==> src/rtl/csa_resolve_40.sv <==
// Carry-save to binary resolver: sum_out = c + s, resolved CHUNK bits per cycle
// with a registered inter-chunk carry and valid/ready handshakes on both sides.
module csa_resolve_40 #(
    parameter int unsigned WIDTH = 40,
    parameter int unsigned CHUNK = 8
) (
    input  logic             clk,
    input  logic             rst,
    input  logic             in_valid,
    output logic             in_ready,
    input  logic [WIDTH-1:0] c_in,
    input  logic [WIDTH-1:0] s_in,
    output logic             out_valid,
    input  logic             out_ready,
    output logic [WIDTH-1:0] sum_out,
    output logic             cout
);

    localparam int unsigned N    = WIDTH / CHUNK;
    localparam int unsigned CW   = (N > 1) ? $clog2(N) : 1;
    localparam int unsigned CS_W = CHUNK + 1;

    typedef enum logic [1:0] {
        IDLE = 2'd0,
        BUSY = 2'd1,
        DONE = 2'd2
    } state_t;

    state_t             state_q, state_d;
    logic [WIDTH-1:0]   c_q, c_d;
    logic [WIDTH-1:0]   s_q, s_d;
    logic [WIDTH-1:0]   sum_q, sum_d;
    logic [CW-1:0]      cnt_q, cnt_d;
    logic               carry_q, carry_d;
    logic               cout_q, cout_d;
    logic               in_ready_q, in_ready_d;
    logic               out_valid_q, out_valid_d;
    logic [CS_W-1:0]    chunk_sum;
    int unsigned        base;

    // State and datapath registers
    always_ff @(posedge clk) begin
        if (rst) begin
            state_q     <= IDLE;
            c_q         <= '0;
            s_q         <= '0;
            sum_q       <= '0;
            cnt_q       <= '0;
            carry_q     <= 1'b0;
            cout_q      <= 1'b0;
            in_ready_q  <= 1'b1;
            out_valid_q <= 1'b0;
        end else begin
            state_q     <= state_d;
            c_q         <= c_d;
            s_q         <= s_d;
            sum_q       <= sum_d;
            cnt_q       <= cnt_d;
            carry_q     <= carry_d;
            cout_q      <= cout_d;
            in_ready_q  <= in_ready_d;
            out_valid_q <= out_valid_d;
        end
    end

    // Next-state, chunk addition and handshake outputs
    always_comb begin
        state_d     = state_q;
        c_d         = c_q;
        s_d         = s_q;
        sum_d       = sum_q;
        cnt_d       = cnt_q;
        carry_d     = carry_q;
        cout_d      = cout_q;
        in_ready_d  = in_ready_q;
        out_valid_d = out_valid_q;

        base      = CHUNK * 32'(cnt_q);
        chunk_sum = CS_W'(c_q[base +: CHUNK]) + CS_W'(s_q[base +: CHUNK]) + CS_W'(carry_q);

        case (state_q)
            IDLE: begin
                if (in_valid) begin
                    c_d        = c_in;
                    s_d        = s_in;
                    cnt_d      = '0;
                    carry_d    = 1'b0;
                    in_ready_d = 1'b0;
                    state_d    = BUSY;
                end
            end
            BUSY: begin
                sum_d[base +: CHUNK] = chunk_sum[CHUNK-1:0];
                carry_d              = chunk_sum[CHUNK];
                // Counter stops at N-1 so it never leaves its legal range
                if (cnt_q == CW'(N - 1)) begin
                    cout_d      = chunk_sum[CHUNK];
                    out_valid_d = 1'b1;
                    state_d     = DONE;
                end else begin
                    cnt_d = cnt_q + CW'(1);
                end
            end
            DONE: begin
                if (out_ready) begin
                    out_valid_d = 1'b0;
                    in_ready_d  = 1'b1;
                    state_d     = IDLE;
                end
            end
            default: begin
                out_valid_d = 1'b0;
                in_ready_d  = 1'b1;
                state_d     = IDLE;
            end
        endcase
    end

    assign in_ready  = in_ready_q;
    assign out_valid = out_valid_q;
    assign sum_out   = sum_q;
    assign cout      = cout_q;

endmodule

==> config.mk <==
export PLATFORM = sky130hd
export DESIGN_NAME = csa_resolve_40
export DESIGN_NICKNAME = d
export VERILOG_FILES = /design/src/rtl/csa_resolve_40.sv
export SDC_FILE = /design/constraint.sdc
export NUM_CORES = 1
export LEC_CHECK = 0
export CELL_PAD_IN_SITES_DETAIL_PLACEMENT = 1
export CELL_PAD_IN_SITES_GLOBAL_PLACEMENT = 1
export CORE_MARGIN = 3
export CORE_UTILIZATION = 33
export CTS_BUF_LIST = sky130_fd_sc_hd__clkbuf_8 sky130_fd_sc_hd__clkbuf_16
export CTS_CLUSTER_DIAMETER = 150
export DETAILED_ROUTE_END_ITERATION = 10
export HOLD_SLACK_MARGIN = 0.05
export PLACE_DENSITY_LB_ADDON = 0.1
export SLEW_MARGIN = 15
export SYNTH_ARGS = -nofsm -noshare
export SYNTH_HDL_FRONTEND = slang
export SYNTH_SLANG_ARGS = --single-unit
==> constraint.sdc <==
create_clock -name clk -period 8.3 [get_ports clk]
set_input_delay 0.83 -clock clk [delete_from_list [all_inputs] [get_ports clk]]
set_output_delay 0.83 -clock clk [all_outputs]
set_load 0.03 [all_outputs]
==> Yosys cells after proc, flatten, opt, wreduce, memory -nomap -nowiden <==
Index checks and enable logic that the tools add are counted.
{ "op_classes": {"add_sub_neg": 4, "multipliers": 0, "div": 0, "n_lt_le_gt_ge": 0, "n_eq_ne": 7, "shift": 4, "mux": 15, "bitwise_logic": 2, "n_reduce_logical": 9} }
{ "op_table": {"columns": ["op", "n"], "rows": [
  ["indexed part select 40 x 7 -> 8 bit", 2],
  ["bitwise mux 40 bit", 1],
  ["variable shift 8 x 34 -> 40 bit (first input constant)", 1],
  ["indexed part select 8 x 34 -> 40 bit", 1],
  ["negator 6 -> 34 bit", 1],
  ["AND reduction 3 bit", 4],
  ["adder 8 x 8 -> 9 bit", 1],
  ["adder 9 x 1 -> 9 bit", 1],
  ["!= test 2 bit (second input constant)", 4],
  ["2-to-1 mux 2 bit", 3],
  ["2-to-1 mux 3 bit", 2],
  ["one-hot mux 1 bit (3 select lines)", 2],
  ["one-hot mux 2 bit (3 select lines)", 1],
  ["one-hot mux 3 bit (2 select lines)", 1],
  ["AND reduction 2 bit", 3],
  ["2-to-1 mux 1 bit", 4],
  ["adder 3 x 1 -> 3 bit (second input constant)", 1],
  ["== test 3 bit (second input constant)", 1],
  ["== test 2 x 1 -> 1 bit (second input constant)", 1],
  ["== test 2 bit (second input constant)", 1],
  ["zero test 2 bit", 1],
  ["inverter 1 bit", 2],
  ["one-hot mux 1 bit (2 select lines)", 1],
  ["nonzero test 2 bit", 1]
]} }
{ "word_totals": {"register_bits": 129, "latch_bits": 0, "ram_bits": 0, "mem_bits_ro": 0, "input_bits": 84, "out_inout_bits": 43, "word_cells": 50, "mem_count": 0} }

==> Logic depth before layout (Yosys ltp) <==
{ "logic_depth": {"depth_word": 5, "ltp_mapped": 10, "mapped_depth_nobuf": 10} }

==> Worst setup path before layout <==
OpenSTA, ideal clock, no wires.
{ "synth_path": {"kind": "reg2reg", "start": "register cnt_q[0]", "end": "register sum_q[38], in the netlist sum_out[38]", "setup_ns": 0.070, "arrival_time_ns": 3.218, "t_required_ns": 8.230, "slack_ns": 5.012, "path_stages_with_launch": 11, "path_buffers": 1, "synth_period_minus_slack_ns": 3.288, "path_cell_list": "dfxtp_1 -> buf_4 -> mux4_2 -> a22o_1 -> fa_1 -> fa_1 -> a21o_1 -> a221oi_1 -> xnor2_1 -> nand3_1 -> a21oi_1"} }
{ "synth_via": {"elab_chain_cells": 5, "elab_cells_between_ends": 8, "cone_classes": "add/sub: 3; shift: 4; mux: 1"} }
{ "synth_rtl": {"columns": ["item", "line", "rtl"], "rows": [
  ["start, declared", "33", "logic [CW-1:0] cnt_q, cnt_d;"],
  ["start signal, assigned", "58", "cnt_q <= cnt_d;"],
  ["indexed part select 40 x 7 -> 8 bit", "79", "chunk_sum = CS_W'(c_q[base +: CHUNK]) + CS_W'(s_q[base +: CHUNK]) + CS_W'(carry_q);"],
  ["adder 8 x 8 -> 9 bit", "79", null],
  ["adder 9 x 1 -> 9 bit", "79", null],
  ["indexed part select 8 x 34 -> 40 bit", "93", "sum_d[base +: CHUNK] = chunk_sum[CHUNK-1:0];"],
  ["bitwise mux 40 bit (*)", "93", null],
  ["end signal, assigned", "57", "sum_q <= sum_d;"],
  ["end, declared", "32", "logic [WIDTH-1:0] sum_q, sum_d;"]
]} }
Mark *: on every way between the ends. The rest lies on a longest branch, timed or not.
A chain may end at the register's enable or synchronous reset.

==> Worst setup path in the final report <==
Ends and elaborated chain as after synthesis.

==> results.py <==
metrics = {
    "global_routing": {
        "grt_max_degree": 81,
        "met2_usage_pct": 31.8,
        "gr-usage-met1_pct": 23.6,
        "grt_pass1_vias": 5129,
        "grt_pass1_wl_um": 26600,
        "top_usage_layer": "met2",
        "antenna_found_initial": 0,
        "met3_usage_pct": 3.71,
        "overflow": 0,
        "track_usage_pct": 18.5,
    },
    "yosys": {
        "ys_seq_area_share_pct": 46.8,
        "netlist_instances": 614,
        "ys_ff_latch": 129,
        "syn_area_mm2": 0.00552,
        "synth_edf_count": 0,
        "syn_nets": 714,
        "synthFlopType": "dfxtp_1",
        "synth.avg_cell_area_um2": 8.98,
        "synthArstFlopShare_pct": 0,
        "yosysUniqueCellTypes": 46,
        "ys.warnings.count": 0,
    },
    "final_layout": {
        "drive_above_1_share_pct": 10.2,
        "n_antenna_cell": 0,
        "finalNetCount": 824,
        "design_area_mm2": 0.00760,
        "layout_common_cells": "nand2_1, dfxtp_1, clkdlybuf4s50_1, a21oi_1, a22o_1",
        "fin_cells": 953,
        "layout_commonest_cell": "nand2_1",
        "area_delta_synth_final_pct": 37.9,
    },
    "clock_network": {
        "root_buffer": "clkbuf_16",
        "cts_tree": "built",
        "htreeDepth": 4,
        "cts_setup_buffers": 0,
        "hold_buffers": 0,
        "cts_buffers": 17,
        "clk_latency_ps": 420,
        "cts.path.max_buffers": 2,
        "post_cts_resized": 0,
        "clock-sinks": 129,
        "path_clk_slew_ps": 60,
    },
    "routing": {
        "drt-initial-drc-count": 222,
        "drt.antenna.violating_nets": 0,
        "wl_um": 16500,
        "drc": 0,
        "wire_per_inst_um": 17.3,
        "dr.pass1.iters": 4,
        "vias": 4816,
        "post_drt_via_cell_ratio": 5.05,
    },
    "worst_setup_path": {
        "worst_setup_path_start_kind": "flop",
        "r2r.worst_path.cells": 9,
        "cp.required_ps": 8650,
        "r2r_start": "cnt_q[0]$_SDFFE_PP0P_",
        "worst-path-max-fanout": 26,
        "arrival_ps": 4210,
        "rrSetupSlack_ps": 4440,
        "critPathKind": "reg -> reg",
        "reg2reg_to": "sum_out[38]$_SDFFE_PP0P_",
        "critPathCaptureType": "flop",
    },
    "power": {
        "p_sw_mw": 0.419,
        "power.sequential.fraction_pct": 38.9,
        "switching_share_pct": 24.3,
        "p_comb_share_pct": 12.4,
        "p_leak_nw": 2.82,
        "power-per-cell-area_mw_per_mm2": 227,
        "irDropWorstVdd_v": 0.000151,
        "clock_power_share_pct": 48.7,
        "p_int_mw": 1.31,
    },
    "sta": {
        "fin_hold_ws_ps": 453,
        "finClkSkew_ps": 6.61,
        "max_slew_margin_pct": 31.7,
        "setup_violations": 0,
        "fmax_mhz": 259,
        "worst_slew_pin_slew_ps": 1020,
        "final.min_clock_period_ps": 3860,
        "tns_ps": 0,
        "finalHoldViolCount": 0,
        "fin_crit_sh_pct": 46.5,
        "drv_slew": 0,
        "rsz0062_at_grt": "no",
    },
    "run": {
        "cap_viol_max_count": 0,
    },
    "floorplan": {
        "ios": 127,
        "die_h_um": 135,
        "die-area_mm2": 0.0183,
        "start_util_pct": 34.2,
        "die_w_um": 135,
        "coreArea_mm2": 0.0161,
        "fp-row-count": 46,
    },
    "worst_hold_path": {
        "hp-start": "s_q[27]$_SDFFE_PP0P_",
        "hp-class": "reg -> reg",
        "hold_depth": 2,
        "min_to": "s_q[27]$_SDFFE_PP0P_",
    },
    "place": {
        "place_inst": 921,
        "gp_congestion": 0.784,
        "port_buffers": 126,
        "dp_hpwl_um": 11900,
        "dpl_cell_area_mm2": 0.00693,
    },
    "outcome": {
        "status": "complete, no violations",
    },
}
==> layer usage <==
layer	vias up	share of wire (%)
li1	2363	-
met1	2330	44
met2	106	50
met3	17	4.6
met4	0	1.2
met5	-	0
==> kinds of logic after synthesis <==
kind of cell | Yosys count | share of synthesized area [%]
AOI/OAI and AO/OA | 156 | 17.9
xor gates and xnor gates | 6 | 0.953
adders and majority gates | 16 | 3.90
buffers and inverters | 42 | 3.22
DFF | 129 | 46.8
muxes | 23 | 7.80
and+or+nand+nor | 242 | 19.4
==> Yosys cell counts (all sizes together) (2+ instances only) <==
library cell	instances	area, µm²
a211oi	4	40.0
a21o	3	22.5
a21oi	101	524
a221oi	2	17.5
a22o	34	298
a22oi	4	30.0
and2b	2	16.3
and3	2	13.8
buf	12	65.1
clkbuf	27	101
dfxtp	129	2580
fa	2	40.0
ha	14	175
inv	3	11.3
mux2i	7	70.1
mux4	16	360
nand2	178	668
nand2b	4	25.0
nand3	8	52.6
nand3b	3	26.3
nand4	4	25.0
nor2	24	90.1
nor3	9	55.1
nor4	3	48.8
o21ai	4	20.0
o21bai	2	18.8
or3	2	22.5
xnor2	4	35.0
xor2	2	17.5
==> how the worst max path moves through the flow <==
stage / end / depth (start not counted) / slack [ps] / from
final: sum_out[38]$_SDFFE_PP0P_ / 9 / 4440 / cnt_q[0]$_SDFFE_PP0P_
after global routing: sum_out[38]$_SDFFE_PP0P_ / 9 / 4130 / cnt_q[0]$_SDFFE_PP0P_
after CTS: sum_out[38]$_SDFFE_PP0P_ / 9 / 4360 / cnt_q[0]$_SDFFE_PP0P_
after detailed placement: sum_out[38]$_SDFFE_PP0P_ / 9 / 4330 / cnt_q[0]$_SDFFE_PP0P_
after global placement: sum_out[38]$_SDFFE_PP0P_ / 9 / 4470 / cnt_q[0]$_SDFFE_PP0P_
after floorplan: sum_out[38]$_SDFFE_PP0P_ / 10 / 5010 / cnt_q[0]$_SDFFE_PP0P_
==> flip-flops by register name (all words and copies together) (netlist names) <==
signal / cells
cout: 1
c_q: 40
cnt_q: 3
state_q: 2
sum_out: 40
out_valid: 1
in_ready: 1
carry_q: 1
s_q: 40
==> through the flow <==
stage | power [mW] | utilization, % | setup WS (ps)
global route | 1.80 | 47.2 | 4130
detailed placement | 0.899 | 43.0 | 4330
floorplan | 0.805 | - | 5010
CTS | 1.74 | 47.1 | 4360
finish | 1.73 | 47.2 | 4440
global placement | 0.891 | 43.0 | 4470
==> power by group through the flow <==
stage / Clock (mW) / Combinational (mW) / Sequential [mW]
after floorplan: 0 / 0.127 / 0.678
after global placement: 0 / 0.208 / 0.683
after detailed placement: 0 / 0.215 / 0.685
after CTS: 0.857 / 0.216 / 0.672
after global routing: 0.887 / 0.234 / 0.675
final: 0.841 / 0.213 / 0.671
==> area by class of cell <==
class | instances | area, µm²
fill | 1844 | 8510
multi-input combinational | 443 | 2780
sequential | 129 | 2580
timing repair buffer | 130 | 1290
clock buffer | 17 | 425
tap | 216 | 270
clock inverter | 15 | 241
inverter | 3 | 11.3
==> critical path, cell delays in order (launching register included) <==
cell	delay, ps
dfxtp_2	870
mux4_2	590
a22o_1	210
fa_1	460
fa_1	440
a21o_1	220
a221oi_1	380
xnor2_1	320
nand3_1	130
a21oi_1	170
Note: power is estimated with default switching activity, not from simulation.
